===== config.mk =====
export PLATFORM = sky130hd
export DESIGN_NAME = cram_loader
export DESIGN_NICKNAME = d
export VERILOG_FILES = /design/src/rtl/cram_pkg.sv /design/src/rtl/cram_crc16.sv /design/src/rtl/cram_loader.sv
export SDC_FILE = /design/constraint.sdc
export NUM_CORES = 1
export LEC_CHECK = 0
export BUFFER_PORTS_ARGS = -buffer_cell sky130_fd_sc_hd__buf_2
export CORE_ASPECT_RATIO = 1.4
export CORE_MARGIN = 8
export CORE_UTILIZATION = 59
export DETAILED_ROUTE_END_ITERATION = 16
export PLACE_DENSITY = 0.8
export SETUP_SLACK_MARGIN = 0.3
export SKIP_CTS_REPAIR_TIMING = 1
export SLEW_MARGIN = 10
export SYNTH_ARGS = -nofsm -noshare
export SYNTH_HDL_FRONTEND = slang
export SYNTH_HIERARCHICAL = 1
export SYNTH_SLANG_ARGS = --single-unit
export TNS_END_PERCENT = 20

===== constraint.sdc =====
create_clock -name clk -period 3.15 [get_ports clk]
set_input_delay 0.315 -clock clk [delete_from_list [all_inputs] [get_ports clk]]
set_output_delay 0.315 -clock clk [all_outputs]
set_load 0.03 [all_outputs]

===== src/rtl/cram_pkg.sv =====
// CRAM loader shared definitions: FSM states and CRC-16 constants.
// The CRC step is shared by both checksum engines and the verify compare.
package cram_pkg;

    typedef enum logic [1:0] {
        ST_IDLE,
        ST_LOAD,
        ST_VERIFY,
        ST_DONE
    } state_e;

    localparam logic [15:0] CRC_POLY = 16'h1021;
    localparam logic [15:0] CRC_INIT = 16'hFFFF;

    function automatic logic [15:0] crc16_step(
        input logic [15:0] c,
        input logic        b
    );
        return {c[14:0], 1'b0} ^ ((c[15] ^ b) ? CRC_POLY : 16'h0000);
    endfunction

endpackage


===== src/rtl/cram_crc16.sv =====
// Bit-serial CRC-16 register (MSB-first, no reflection, no final XOR).
// clr_i reloads the init value; en_i folds in one bit.
module cram_crc16
    import cram_pkg::*;
(
    input  logic        clk,
    input  logic        rst,
    input  logic        clr_i,
    input  logic        en_i,
    input  logic        bit_i,
    output logic [15:0] crc_o
);

    logic [15:0] crc_q;
    logic [15:0] crc_d;

    assign crc_d = crc16_step(crc_q, bit_i);
    assign crc_o = crc_q;

    always_ff @(posedge clk) begin
        if (rst || clr_i) begin
            crc_q <= CRC_INIT;
        end else if (en_i) begin
            crc_q <= crc_d;
        end
    end

endmodule


===== src/rtl/cram_loader.sv =====
// CRAM configuration loader: streams a bitstream into the config chain,
// then recirculates the chain once to CRC-check what it holds.
module cram_loader
    import cram_pkg::*;
#(
    parameter int CHAIN_LEN  = 1024,
    parameter int WORD_WIDTH = 8
) (
    input  logic                  clk,
    input  logic                  rst,
    input  logic                  start,
    input  logic                  abort,
    input  logic [WORD_WIDTH-1:0] s_data,
    input  logic                  s_valid,
    output logic                  s_ready,
    output logic                  cfg_data,
    output logic                  cfg_en,
    input  logic                  cfg_return,
    output logic                  busy,
    output logic                  done,
    output logic                  pass,
    output logic [15:0]           crc
);

    localparam int CW = $clog2(CHAIN_LEN + 1);
    localparam int HW = $clog2(WORD_WIDTH + 1);
    localparam logic [CW-1:0] LAST = CW'(CHAIN_LEN - 1);

    state_e                state_q;
    logic [CW-1:0]         cnt_q;
    logic [WORD_WIDTH-1:0] buf_q;
    logic [HW-1:0]         held_q;
    logic                  done_q;
    logic                  pass_q;

    logic          in_load;
    logic          in_verify;
    logic          shift_load;
    logic          last_bit;
    logic          go;
    logic          accept;
    logic [CW-1:0] need;
    logic [15:0]   ld_crc;
    logic [15:0]   vf_crc;
    logic [15:0]   vf_crc_d;

    assign in_load    = (state_q == ST_LOAD);
    assign in_verify  = (state_q == ST_VERIFY);
    assign shift_load = in_load && (held_q != '0);
    assign last_bit   = (cnt_q == LAST);
    assign go         = (state_q == ST_IDLE) && start && !abort;
    assign need       = CW'(CHAIN_LEN) - cnt_q;

    // Refill only when the buffer is empty or draining its last bit now,
    // and only if the chain still wants more than what is buffered.
    assign s_ready = in_load
                  && (int'(need) > int'(held_q))
                  && (held_q <= HW'(1));
    assign accept  = s_valid && s_ready;

    assign cfg_en   = shift_load || in_verify;
    assign cfg_data = in_verify ? cfg_return : buf_q[WORD_WIDTH-1];
    assign busy     = in_load || in_verify;
    assign done     = done_q;
    assign pass     = pass_q;
    assign crc      = ld_crc;

    assign vf_crc_d = crc16_step(vf_crc, cfg_return);

    cram_crc16 u_ld_crc (
        .clk   (clk),
        .rst   (rst),
        .clr_i (go),
        .en_i  (shift_load),
        .bit_i (cfg_data),
        .crc_o (ld_crc)
    );

    cram_crc16 u_vf_crc (
        .clk   (clk),
        .rst   (rst),
        .clr_i (go),
        .en_i  (in_verify),
        .bit_i (cfg_return),
        .crc_o (vf_crc)
    );

    always_ff @(posedge clk) begin
        if (rst) begin
            state_q <= ST_IDLE;
            cnt_q   <= '0;
            buf_q   <= '0;
            held_q  <= '0;
            done_q  <= 1'b0;
            pass_q  <= 1'b0;
        end else if (abort && busy) begin
            state_q <= ST_IDLE;
            cnt_q   <= '0;
            buf_q   <= '0;
            held_q  <= '0;
            done_q  <= 1'b0;
            pass_q  <= 1'b0;
        end else begin
            done_q <= 1'b0;
            unique case (state_q)
                ST_IDLE: begin
                    if (go) begin
                        state_q <= ST_LOAD;
                        cnt_q   <= '0;
                        buf_q   <= '0;
                        held_q  <= '0;
                        pass_q  <= 1'b0;
                    end
                end
                ST_LOAD: begin
                    if (shift_load) begin
                        if (last_bit) begin
                            // Leftover low bits of the final word are dropped.
                            state_q <= ST_VERIFY;
                            cnt_q   <= '0;
                            buf_q   <= '0;
                            held_q  <= '0;
                        end else begin
                            cnt_q  <= cnt_q + CW'(1);
                            buf_q  <= buf_q << 1;
                            held_q <= held_q - HW'(1);
                        end
                    end
                    if (accept) begin
                        buf_q  <= s_data;
                        held_q <= HW'(WORD_WIDTH);
                    end
                end
                ST_VERIFY: begin
                    if (last_bit) begin
                        state_q <= ST_DONE;
                        cnt_q   <= '0;
                        done_q  <= 1'b1;
                        pass_q  <= (vf_crc_d == ld_crc);
                    end else begin
                        cnt_q <= cnt_q + CW'(1);
                    end
                end
                ST_DONE: begin
                    state_q <= ST_IDLE;
                end
            endcase
        end
    end

endmodule


# ---- Yosys cells after proc, flatten, opt, wreduce, memory -nomap -nowiden
# Index checks and enable logic that the tools add are counted.
dict set report totals {
  reg_bits 59
  romBits 0
  latch_bits 0
  output_inout_bits 22
  n_memories 0
  mem_bits_rw 0
}
dict set report op_classes {
  n_reduce_logical 22
  mux 26
  n_eq_ne 10
  mul 0
  bitwise 5
  shifts 0
  div 0
  n_addsub 3
  n_lt_le_gt_ge 2
}
# operator n
set ops {}
lappend ops {{11-bit two-way mux} 3}
lappend ops {{11-bit case mux with 3 select lines} 1}
lappend ops {{8-bit two-way mux} 4}
lappend ops {{16-bit bitwise XOR} 2}
lappend ops {{13-bit two-way mux} 2}
lappend ops {{16-bit equality test} 1}
lappend ops {{4-bit two-way mux} 4}
lappend ops {{8-bit case mux with 2 select lines} 1}
lappend ops {{11-bit by 1-bit adder with 11-bit output (second input constant)} 1}
lappend ops {{11-bit by 10-bit equality test with 1-bit output (second input constant)} 1}
lappend ops {{11-bit by 4-bit > comparator with 1-bit output} 1}
lappend ops {{11-bit subtractor (first input constant)} 1}
lappend ops {{3-bit AND reduction} 3}
lappend ops {{2-bit two-way mux} 4}
lappend ops {{2-bit by 1-bit inequality test with 1-bit output (second input constant)} 4}
lappend ops {{2-bit case mux with 4 select lines} 1}
lappend ops {{4-bit case mux with 2 select lines} 1}
lappend ops {{1-bit logical AND} 7}
lappend ops {{2-bit equality test (second input constant)} 2}
lappend ops {{4-bit by 1-bit less-or-equal comparator with 1-bit output (second input constant)} 1}
lappend ops {{1-bit two-way mux} 4}
lappend ops {{4-bit AND reduction} 1}
lappend ops {{2-bit nonzero test} 2}
lappend ops {{4-bit nonzero test} 1}
lappend ops {{12 further kinds} 15}

# ---- Longest topological paths before layout
# Gate-level depths: netlist of the first run.
dict set report logic_depth {
  depth_word 7
  mapped_depth 10
  depth_no_buf 10
}

# ---- By module
# Netlist of the first run, hierarchy kept.
# mod area_per_inst_um2 n_inst seq_area_each_um2 cells_per_inst
set modules_own_cells {}
lappend modules_own_cells {cram_loader 1906.8 1 540.5 233}
lappend modules_own_cells {cram_crc16 716.9 2 320.3 69}

# ---- Least setup slack after synthesis of the first run
# Ideal clock, no wire load.
dict set report synth_timing {
  path_kind {reg2out}
  start {register cnt_q[0]}
  end {output s_ready}
  path_stages_with_launch 10
  n_path_buf 0
  path_slack_ns 0.789
  required_ns 2.835
  t_arrival_ns 2.046
  cell_sequence {dfxtp_1 -> inv_1 -> ha_1 -> ha_1 -> nor2b_1 -> o21ai_0 -> a21oi_1 -> a211oi_2 -> nand2_1 -> and2_1}
}
dict set report synth_between {
  elab_chain_len 4
}
# element line
set synth_rtl {}
lappend synth_rtl {{from (decl)} cram_loader.sv:30} ;# logic [CW-1:0] cnt_q;
lappend synth_rtl {{from (signal assigned)} cram_loader.sv:124} ;# cnt_q <= cnt_q + CW'(1);
lappend synth_rtl {{from (signal assigned)} cram_loader.sv:141} ;# cnt_q <= cnt_q + CW'(1);
lappend synth_rtl {{11-bit subtractor} cram_loader.sv:52} ;# assign need = CW'(CHAIN_LEN) - cnt_q;
lappend synth_rtl {{11-bit by 4-bit > comparator with 1-bit output} cram_loader.sv:57} ;# && (int'(need) > int'(held_q))
lappend synth_rtl {{1-bit logical AND} cram_loader.sv:57}
lappend synth_rtl {{1-bit logical AND} cram_loader.sv:58} ;# && (held_q <= HW'(1));
lappend synth_rtl {{to (decl)} cram_loader.sv:15} ;# output logic s_ready,
# Every way passes these cells.

# ---- Worst setup path in the final report of the first run
dict set report layout_timing {
  start {register cnt_q[1]}
  end {output s_ready}
}
# Same word-level chain as after synthesis.

==> impl.org, run 1 <==
** Yosys
- After synthesis, the largest family of logic cells by area is simple AND/OR/NAND/NOR gates.
- Xor and xnor area share after synthesis :: 10.0%
- Mux cell area share after synthesis :: 11.1%
- The Yosys step of the flow raised 6 warnings.
- Averaged over all synthesized cells, the footprint is 9.00 um^2.
- Of all flip-flops after synthesis, the portion carrying an async set or reset was 0%.
- The most used flip-flop cell after synthesis is dfxtp_1.
- Counting flops and latches in the post-synthesis netlist gives 59.
- Synth cell types :: 49
- The synthesized netlist devotes 12.8% of its cell area to compound gates.
- The synthesized netlist devotes 4.12% of its cell area to adder and majority cells.
- After synthesis the cells add up to 0.00334 mm^2.
- In this run, synthesis inferred 0 flip-flops with an integrated enable.
- Counting every instance in the synthesized netlist gives 371.
- The number of nets in the synthesized netlist is 396.
- Share of the yosys chip area belonging to registers :: 35.4%
- Of the total synthesized cell area, the portion taken by AND, OR, NAND and NOR gates is 16.8%.

** Placement
- Timing analysis after detailed placement gives a worst setup slack of 0.504 ns.
- Once placement completed, the tool counted placed cells totaling 440.
- The congestion estimate from routability-driven global placement came to 0.867.
- DP Area :: 0.00338 mm^2
- Count of port buffers added during placement :: 35
- Placed wire-length estimate after detailed placement :: 5.21 mm

** Timing
- Between clock sinks in the finished design, the worst skew comes to 0.00739 ns.
- After routing, the total negative slack on setup checks comes to 0 ns.
- Post-route setup slack :: 0.368 ns
- Period Utilization, post-route :: 88.3%
- Max-slew violation count :: 0
- For the pin with the worst max-slew slack, the measured transition is 0.838 ns.
- Headroom to the max-slew limit came out at 43.7%.
- Final hold analysis gives a worst-case slack of 0.277 ns.
- Setup repair after global routing left no endpoint under its margin.
- The number of failing hold endpoints at the final stage was 0.
- Setup violations remaining at the end of the flow were counted as 0.
- The smallest clock period supported by the final layout is computed as 2.78 ns.
- Fmax :: 0.360 GHz

** Clock network
- Number of H-tree levels :: 3
- CTS tree :: done
- The clock passes through at most 2 buffers.
- Clock buffer count from CTS :: 9
- CTS clk-pin slew, worst paths :: 0.06 ns
- Clock root cell :: clkbuf_8
- At the later pin of the worst-skew pair, clock insertion delay measures 0.34 ns.
- Total number of clock tree sinks :: 59

** Final layout
- FILL cells :: 425
- Finished Layout Cells :: 457
- Post-route cell area :: 0.00359 mm^2
- In the final design database the tool counted 409 nets.
- Cells with a size suffix above 1 make up 17.5% of the layout.
- Utilization after layout :: 65.5%
- Layout overhead on the synthesized area :: 7.60%
- Antenna cell count :: 0
- Most frequent cells in the layout :: 57 x dfxtp_1, 44 x nand2_1, 36 x mux2i_1, 35 x buf_2, 24 x nor2_1
- Most common cell after layout, fill and taps aside :: dfxtp_1

** Drt
- For this block, wires on met1 add up to 3.00 mm.
- Wire segments on met3 add up to 317 um in the final route.
- In the routed design, unresolved DRC markers number 0.
- After detailed routing, the number of vias per cell comes to 5.68.
- After the first detailed-routing iteration, the DRC count stood at 161.
- The detail route stage leaves a number of antenna-violating nets equal to 0.
- For this run, the detailed router's first-pass iteration total came to 4.
- The detailed router used layers up to and including met4.
- In the detailed route, the total length drawn on met2 is 3.68 mm.
- Wires add up to 7.19 mm.
- Via count :: 2598
- Dividing the detail-routed wire length by the instance count gives 15.7 um.

** Pwr
- The share of total power dissipated in the clock network is 31.9%.
- Power spread over the standard cell area amounts to 600 mW/mm^2.
- Leakage power :: 1.38 nW
- In this run, flip-flops and latches consume 36.7% of the power.
- Total power of the final layout :: 2.16 mW
- Combinational cells account for 31.4% of the total power.
- Switch share :: 34.6%
- Total internal power :: 1.41 mW
- IR analysis of the VDD net gives a maximum drop of 0.000373 V.
- In this run the power spent charging and discharging nets is 747 uW.

** Run
- Max-cap check violation count :: 0

** GRT
- The initial antenna violation count was 0.
- Global-route congestion overflow total :: 0
- Entering global routing, the biggest net connects 24 pins.
- The via count of the first global-routing pass is 2529.
- The first global-routing pass estimated 11.7 mm of wire.
- Across every metal layer, demand over resource in global routing totals 17.4%.

** Worst setup path
- Among all stages on the critical path, the largest delay is contributed by dfxtp_1.
- Series of cell instances along the critical path :: inv_1 -> ha_2 -> ha_1 -> nor2b_1 -> o21ai_1 -> a21oi_1 -> a211oi_2 -> nand2_1 -> and2_1 -> buf_2
- The worst setup path is launched from a register.
- Startpoint of the worst setup timing path :: cnt_q[1]
- In this run the critical register-to-register path is launched from cnt_q[1].
- Reg2Reg Capture Point :: held_q[3]
- Counting buffers and inverters, the worst setup path is 10 cells deep.
- End point of the critical path :: s_ready
- Crit path max-delay family :: adder cells
- Of all nets on the critical path, the largest fanout is 5.
- For this run, the slowest stage of the critical path takes 0.40 ns.
- Across all register-to-register paths, the minimum setup slack is 0.71 ns.
- The worst setup path is of the register to output pin kind.
- At the worst endpoint, the arrival time is 2.47 ns.
- Data required time at the worst endpoint :: 2.83 ns
- The number of buffers and inverters on the critical path is 2.
- The worst setup path is captured at an output pin.
- The number of cells on the worst reg-to-reg path is 10.

** Status
- Outcome :: finished, final reports clean

** Floorplan
- Number of primary I/O pins :: 36
- The die is 79.6 um wide.
- In this run the standard cell core region covers 0.00549 mm^2.
- For this configuration, the core starts out at a cell density of 60.9%.
- Die Y-Extent :: 105 um
- Die footprint :: 0.00836 mm^2
- Row count :: 32

** Worst hold path
- In this run the worst hold path is classified as input pin to register.
-- worst min-delay path: cells and delay by family --
kind,cells,cell delay (ns)
simple gates,1,0.08
mux,1,0.07
buf+inv,1,0.09
-- worst min path at each step --
| stage | startpoint | end | slack [ns] | cells past startpoint |
|---|---|---|---|---|
| floorplan | buf_q[0] | buf_q[0] | 0.44 | 2 |
| global placement | buf_q[0] | buf_q[0] | 0.45 | 2 |
| detailed placement | buf_q[0] | buf_q[0] | 0.45 | 2 |
| CTS | s_data[1] | buf_q[1] | 0.27 | 3 |
| global route | s_data[0] | buf_q[0] | 0.27 | 3 |
| finish | s_data[0] | buf_q[0] | 0.28 | 3 |
-- sequential cells by signal, summed over array words and instances (netlist names) --
| name | count |
|---|---|
| state_q | 2 |
| pass | 1 |
| u_vf_crc/crc_o | 16 |
| buf_q | 8 |
| done | 1 |
| held_q | 4 |
| cnt_q | 11 |
| u_ld_crc/crc_o | 16 |
-- synth_stat cells (2+ instances only) --
cell type / instances / area (um^2)
o21ai_1: 2 / 10.0
and3_1: 5 / 31.3
nand2_1: 44 / 165
nand4_1: 7 / 43.8
nor2_1: 24 / 90.1
nor3_1: 6 / 30.0
nand2b_1: 9 / 56.3
mux2i_1: 36 / 360
xnor3_1: 4 / 90.1
clkbuf_1: 5 / 18.8
inv_1: 15 / 56.3
xnor2_1: 18 / 158
dfxtp_1: 59 / 1180
xor2_1: 10 / 87.6
o21ai_0: 5 / 25.0
a22oi_1: 16 / 120
buf_2: 6 / 30.0
and2_1: 2 / 12.5
buf_4: 28 / 210
o211ai_1: 7 / 52.6
a21o_1: 2 / 15.0
a21oi_1: 14 / 70.1
nand3_1: 6 / 30.0
nor4_1: 5 / 31.3
ha_1: 11 / 138
a211oi_1: 2 / 15.0
-- power by group through the flow --
| stage | Clock [mW] | Combinational (mW) | Sequential, mW |
|---|---|---|---|
| floorplan | 0 | 0.522 | 0.800 |
| global placement | 0 | 0.634 | 0.805 |
| detailed placement | 0 | 0.659 | 0.806 |
| CTS | 0.699 | 0.663 | 0.789 |
| global route | 0.735 | 0.740 | 0.793 |
| finish | 0.688 | 0.677 | 0.791 |
-- cells by family (layout without fill, tap and decap cells) --
family / Yosys count / in the layout
compound gates: 61 / 61
xor+xnor: 32 / 32
fa+ha+maj: 11 / 11
buf+inv: 55 / 73
flops: 59 / 59
mux: 37 / 37
simple gates: 116 / 116
-- per-layer routing --
layer	GRT usage, %	vias up
met5	0	-
met4	11.2	0
met3	4.12	15
met2	29.2	60
met1	18.8	1226
li1	-	1297
-- layout make-up --
type	instances	area, um^2	area share, %
clock buffer	11	141	3.93
clock inverter	5	52.6	1.46
inverter	15	56.3	1.57
multi-input combinational	257	1850	51.4
sequential	59	1180	32.9
tap	68	85.1	2.37
timing repair buffer	42	228	6.33
(Power assumes the default switching activity.)
==> run 2: changes to the inputs <==
Settings changed: CORE_UTILIZATION 59 to 53, PLACE_DENSITY 0.8 to 0.76.
Clock period 3.15 ns to 2.25 ns, I/O delays scaled along.
==> run 2 against run 1 <==
Compared with the run above:
- global-route usage is 1.3 points lower
- routed wire length is 7.1% higher
- register-to-register slack worse by 0.70 ns
- first-iteration DRC count is 2.5% lower
- the run now ends with negative setup slack left
- critical endpoint unchanged
- power is 50% higher
- sequential cell count stayed put
- cell count is 5.3% higher
==> impl.org, run 2 (same netlist as run 1, synthesis figures left out) <==
** Worst setup path
- Critical path data arrival time :: 2.21 ns (-0.26 ns)
- Sort of element at the start of the critical path :: register
- The signal on the critical path passes through or4_4 -> nor2_4 -> o2111ai_1 -> a211oi_2 -> nand2_1 -> and2_4 -> buf_6.
- The required time of the worst setup path came to 2.03 ns (-0.80 ns).
- Critical Path End Type :: output pin
- The worst setup path is of the register to output pin kind.
- The biggest cell delay along the critical path was 0.57 ns (+0.17 ns).
- The slowest stage of the critical path is the or4_4 cell.
- The peak fanout along the critical path came to 5 (unchanged).

** Pwr
- The cell area power density was 818 mW/mm^2 (+36%).
- The leakage power of the design was 1.52 nW (+10%).
- Total power of the final layout :: 3.22 mW (+50%)
- The maximum vdd drop is 0.000444 V (+19%).

** Floorplan
- The starting density of the core came to 54.2% (-6.7 points).
- The core footprint came to 0.00617 mm^2 (+12%).
- Die boundary width :: 83.1 um (+4.4%)
- The number of top-level pins was 36 (unchanged).
- Die footprint :: 0.00914 mm^2 (+9.3%)
- The placement row count was 34 (+6.3%).
- The die boundary height came to 110 um (+4.7%).

** GRT
- The initial antenna violation count is 0 (unchanged).
- The first-pass GRT wire length came to 12.1 mm (+4.1%).
- Total Routing Usage GR :: 16.1% (-1.3 points)
- Global-route congestion overflow total :: 0 (unchanged)
- The via count of the first global-routing pass was 2646 (+4.6%).
- The maximum number of pins on one net before global-route repair was 19 (-21%).

** Timing
- The number of setup violations in the final report was 1 (+1).
- The max-slew headroom at the worst pin is 61.8% (+18 points).
- Max-slew violation count :: 0 (unchanged)
- Final number of hold-violating endpoints :: 0 (unchanged)
- Period Utilization, post-route :: 108%
- The routed design could run at a clock period as short as 2.44 ns.
- Fmax :: 0.410 GHz
- RSZ-0062 raised after global routing :: true
- The final critical-path setup slack came to -0.189 ns (-0.558 ns).
- Worst clock skew :: 0.00696 ns (-0.000427 ns)
- The transition time of the tightest slew-check pin was 0.569 ns (-0.269 ns).
- The worst-case hold slack was 0.170 ns (-0.107 ns).

** Drt
- Number of iterations in the first detailed-routing pass :: 4 (unchanged)
- Routed WL :: 7.70 mm (+7.1%)
- Vias per cell :: 5.57 (-2.1%)
- The via count of the routed design was 2678 (+3.1%).
- The number of DRC markers in iteration 0 is 157 (-2.5%).
- Routed len/inst :: 16.0 um (+1.8%)
- The DRC violations left came to 0 (unchanged).
- The number of nets with antenna violations after routing came to 0 (unchanged).

** Final layout
- Leaving out fill and tap cells, the most frequent cell in the layout is dfxtp_1.
- Layout overhead on the synthesized area :: 17.9%
- The final net count was 429 (+4.9%).
- Share of cells above drive strength 1 :: 28.6% (+11 points)
- Most frequent cells in the layout :: 52 x dfxtp_1, 44 x nand2_1, 36 x mux2i_1, 33 x buf_2, 23 x buf_4
- Antenna cell count :: 0 (unchanged)

** Clock network
- TritonCTS built the clock tree.
- Clock tree synthesis selected as its root buffer the cell clkbuf_8.
- The H-tree level count was 3 (unchanged).
- The worst-skew pair later-pin latency is 0.34 ns (about the same).
- The maximum buffer depth of the clock tree came to 2 (unchanged).
- The clock net sink count was 59 (unchanged).
- The clock buffer count from CTS was 9 (unchanged).
- The clock edge transition at the registers on the reported setup and hold paths came to 0.07 ns (about the same).

** Placement
- The weighted congestion at the end of routability-driven global placement is 0.801 (-7.6%).
- Count of port buffers added during placement :: 35 (unchanged)
- Placed wire-length estimate after detailed placement :: 5.53 mm (+6.2%)

** Status
- The checks that failed: negative setup slack.
- The run finished, with violations left.

** Worst hold path
- Worst min-delay path class :: input pin to register

** Run
- Max-cap check violation count :: 0 (unchanged)
run 2: area by class of cell:
class                   count  area, um^2
clock buffers              12         166
inverters                  15        61.3
flip-flops and latches     59        1200
repair buffers             62         414
multi-input cells         257        1990
well taps                  72        90.1
clock inverters             4        22.5
fillers                   512        2230
run 2: path summary, 6_finish.rpt:
| path | startpoint | endpoint | slack [ns] | cells past startpoint |
|---|---|---|---|---|
| hold reg to reg | buf_q[0] | buf_q[0] | 0.47 | 2 |
| setup / recovery | cnt_q[0] | s_ready | -0.19 | 7 |
| hold / removal | s_data[0] | buf_q[0] | 0.17 | 3 |
| setup reg to reg | cnt_q[0] | buf_q[4] | 0.01 | 13 |
run 2: per-stage QoR:
| stage | setup TNS [ns] | utilization (%) | cell area (um^2) | setup WS (ns) | std cells |
|---|---|---|---|---|---|
| finish | -0.189 | 63.9 | 3940 | -0.189 | 481 |
| global route | -1.01 | 63.9 | 3940 | -0.262 | 481 |
| CTS | -0.381 | 59.9 | 3690 | -0.313 | 470 |
| detailed placement | 0 | 56.8 | 3510 | 0.0384 | 454 |
| global placement | 0 | 56.8 | 3510 | 0.146 | 454 |
| floorplan | 0 | - | 3390 | 0.108 | 371 |
run 2: worst max-delay path, delay by kind of cell (launching register included):
family	cells	cell delay [ns]
simple gates	4	0.95
compound gates	2	0.42
flops	1	0.37
buf+inv	1	0.13
run 2: metal layers:
layer | part of all wire, % | routed length (um) | GRT usage, % | up-vias
met1 | 42 | 3230 | 16.8 | 1259
met3 | 2.9 | 226 | 3.71 | 18
li1 | - | - | - | 1345
met2 | 53 | 4090 | 30.3 | 56
met5 | 0 | 0 | 0 | -
met4 | 2.0 | 154 | 7.05 | 0
run 2: power by group:
part / total [mW] / leakage [nW] / switching [mW] / internal [mW]
Combinational: 1.18 / 0.937 / 0.650 / 0.531
Clock: 0.922 / 0.0973 / 0.431 / 0.491
Sequential: 1.12 / 0.481 / 0.0412 / 1.08
Total: 3.22 / 1.52 / 1.12 / 2.10
==> run 3: changes to the inputs <==
Settings changed: GPL_TIMING_DRIVEN from default to 0, SKIP_CTS_REPAIR_TIMING 1 to default.
==> run 3 against run 2 <==
Compared with the run above:
- the run still ends with negative setup slack left
- first-iteration DRC count increased by 18%
- sequential share of layout area decreased by 1.3 points
- non-clock buffer count increased by 23
- worst hold slack improved by 0.024 ns
==> impl.org, run 3 (same netlist as run 1, synthesis figures left out) <==
** GRT
- Antenna violations before repair :: 0 (unchanged)
- The total global routing overflow was 0 (unchanged).
- The met1 track demand over resource in global routing was 18.0% (+1.2 points).
- The total global routing track utilization came to 17.5% (+1.4 points).
- Global routing usage on met3 :: 3.78% (+0.074 points)
- The via count of the first global-routing pass came to 2867 (+8.4%).
- Global-route track usage on met2 :: 33.5% (+3.2 points)
- met2 is the most crowded layer.
- First-pass GRT wire length :: 13.3 mm (+9.3%)
- Maximum number of pins on one net before global-route repair :: 11 (-8)

** Worst hold path
- The min-delay analysis places its worst path in the category input pin to register.
- The number of stages on the worst hold path came to 3 (unchanged).

** Clock network
- Clock root cell :: clkbuf_8
- CTS clk-pin slew, worst paths :: 0.07 ns (about the same)
- The clock buffer count from CTS is 9 (unchanged).
- The maximum buffer depth of the clock tree came to 2 (unchanged).
- The clock net sink count is 59 (unchanged).
- The H-tree level count was 3 (unchanged).
- CTS tree :: done
- The worst-skew pair later-pin latency is 0.33 ns (about the same).

** Final layout
- Layout overhead on the synthesized area :: 22.9%
- Most common cell after layout, fill and taps aside :: dfxtp_1
- Final net count :: 453 (+5.6%)
- The number of antenna repair diodes is 0 (unchanged).
- Share of cells above drive strength 1 :: 32.8% (+4.2 points)
- Most frequent cells in the layout :: 53 x dfxtp_1, 44 x nand2_1, 37 x buf_2, 37 x buf_4, 35 x mux2i_1

** Pwr
- The cell area power density came to 769 mW/mm^2 (-6.0%).
- Seq pwr share :: 35.4% (+0.6 points)
- The leakage power of the design is 1.59 nW (+4.9%).
- The power share of the clock group is 26.3% (-2.3 points).
- The part of the total power dissipated in combinational logic is 38.4% (+1.7 points).
- The internal power consumption was 2.03 mW (-3.6%).
- Switch share :: 35.8% (+0.99 points)
- Net load switching power :: 1.13 mW (+0.70%)
- The maximum vdd drop was 0.000454 V (+2.3%).

** Worst setup path
- Critical path data arrival time :: 2.26 ns (+0.05 ns)
- Number of gates on the worst path with buffers counted :: 7 (unchanged)
- The setup path with the least slack is of type register to output pin.
- Worst reg-to-reg path cell count :: 8 (-5)
- Traced cell by cell, the critical path runs through or4_4 -> nor4_4 -> o21ai_1 -> a211oi_2 -> nand2_1 -> and2_4 -> buf_6.
- The biggest cell delay along the critical path came to 0.58 ns (about the same).
- Critical Path End Type :: output pin
- The worst setup path is launched from a register.
- Highest net fanout along the worst path :: 4 (-1)
- In this design, the largest share of critical-path delay is due to simple AND/OR/NAND/NOR gates.
- The largest individual stage delay along the critical path comes from the cell or4_4.
- The required time of the worst setup path was 2.03 ns (about the same).
- The critical path buffer and inverter count came to 1 (unchanged).

** Floorplan
- The core footprint came to 0.00617 mm^2 (unchanged).
- The number of top-level pins is 36 (unchanged).
- The die boundary height is 110 um (unchanged).
- The starting density of the core was 54.2% (unchanged).
- The die outline area came to 0.00914 mm^2 (unchanged).
- The placement row count was 34 (unchanged).
- The die span in x is 83.1 um (unchanged).

** Drt
- The routed wire length came to 7.99 mm (+3.7%).
- The number of nets with antenna violations after routing came to 0 (unchanged).
- DRC violation count after routing :: 0 (unchanged)
- Via count :: 2817 (+5.2%)
- Starting DRT DRC Count :: 185 (+18%)
- The number of search-and-repair iterations in the first detailed-routing pass is 5 (+1).
- The detailed-route wire length per cell is 15.8 um (-1.2%).
- Vias per cell :: 5.58 (+0.19%)

** Placement
- The number of I/O port buffers is 35 (unchanged).
- The weighted congestion at the end of routability-driven global placement was 0.774 (-3.4%).
- The pre-CTS setup slack came to -0.107 ns (-0.145 ns).
- Placed wire-length estimate after detailed placement :: 5.68 mm (+2.7%)

** Timing
- Worst clock skew :: 0.00970 ns (+0.00274 ns)
- Post-route setup slack :: -0.234 ns (-0.0450 ns)
- The transition time of the tightest slew-check pin came to 0.537 ns (-0.0321 ns).
- Period Utilization, post-route :: 110% (+2.0 points)
- The max-slew headroom at the worst pin is 64.0% (+2.2 points).
- The number of setup violations in the final report was 10 (+9).
- Max-slew violation count :: 0 (unchanged)
- Setup repair after global routing could not meet its margin everywhere.
- The shortest period the worst path allows was 2.48 ns (+0.0450 ns).
- The number of failing hold endpoints at the final stage is 0 (unchanged).
- Final worst hold slack :: 0.194 ns (+0.0244 ns)
- The highest achievable clock rate was 0.403 GHz (-1.8%).

** Status
- Outcome :: complete, but fails checks
- Violations in the final reports :: negative setup slack

** Run
- Max-cap check violation count :: 0 (unchanged)
run 3: changes by cell type in the layout (fill, tap and decap cells not counted), moves of 2 or more:
cell      change
buf_4        +14
buf_2         +4
clkbuf_4      +4
a21oi_2       +3
a21oi_1       -2
clkbuf_1      +2
inv_1         +2
run 3: timing repair:
item,in CTS,in global routing
setup buffers,6,4
gates cloned,1,0
endpoints found under the setup margin,36,45
pin swaps,6,15
hold buffers,0,0
gates resized for setup,30,23
run 3: stage by stage:
stage	util (%)	instance area [um^2]	power, mW	std cells	setup TNS [ns]
after global routing	66.6	4110	3.33	505	-2.22
after floorplan	-	3390	1.92	371	0
final	66.6	4110	3.16	505	-0.742
after global placement	59.3	3660	2.11	478	-0.0855
after detailed placement	59.3	3660	2.13	478	-0.239
after CTS	64.7	3990	3.08	501	-0.220
run 3: routing by layer:
layer	vias to the layer above	share of wire, %	routed length [um]
met5	-	0	0
met4	0	1.7	137
met3	9	2.9	235
met2	50	54	4340
met1	1371	41	3270
li1	1387	-	-
run 3: cell type report:
| class | instances | area, um^2 |
|---|---|---|
| clock inverter | 3 | 15.0 |
| multi-input combinational | 258 | 2030 |
| inverter | 15 | 58.8 |
| sequential | 59 | 1190 |
| buffer | 40 | 309 |
| tap | 72 | 90.1 |
| clock buffer | 13 | 149 |
| timing repair buffer | 45 | 256 |
| fill | 506 | 2060 |
run 3: path summary, 6_finish.rpt:
kind | from | end | slack (ns)
setup reg to reg | cnt_q[0] | buf_q[7] | -0.16
hold / removal | s_data[3] | buf_q[3] | 0.19
hold reg to reg | buf_q[0] | buf_q[0] | 0.47
setup / recovery | cnt_q[0] | s_ready | -0.23
run 3: worst reg2reg max path: cells and delay by family, from the launching register on:
kind,cells,cell delay (ns)
multiplexers,1,0.28
AND/OR/NAND/NOR,1,0.58
AO/OA/AOI/OAI,4,0.79
buffers and inverters,2,0.30
flip-flops,1,0.37
run 3: power groups by stage:
stage | logic (mW) | registers [mW] | clock network, mW
after floorplan | 0.798 | 1.13 | 0
after global placement | 0.973 | 1.13 | 0
after detailed placement | 0.993 | 1.13 | 0
after CTS | 1.12 | 1.11 | 0.850
after global routing | 1.33 | 1.12 | 0.884
final | 1.21 | 1.12 | 0.829
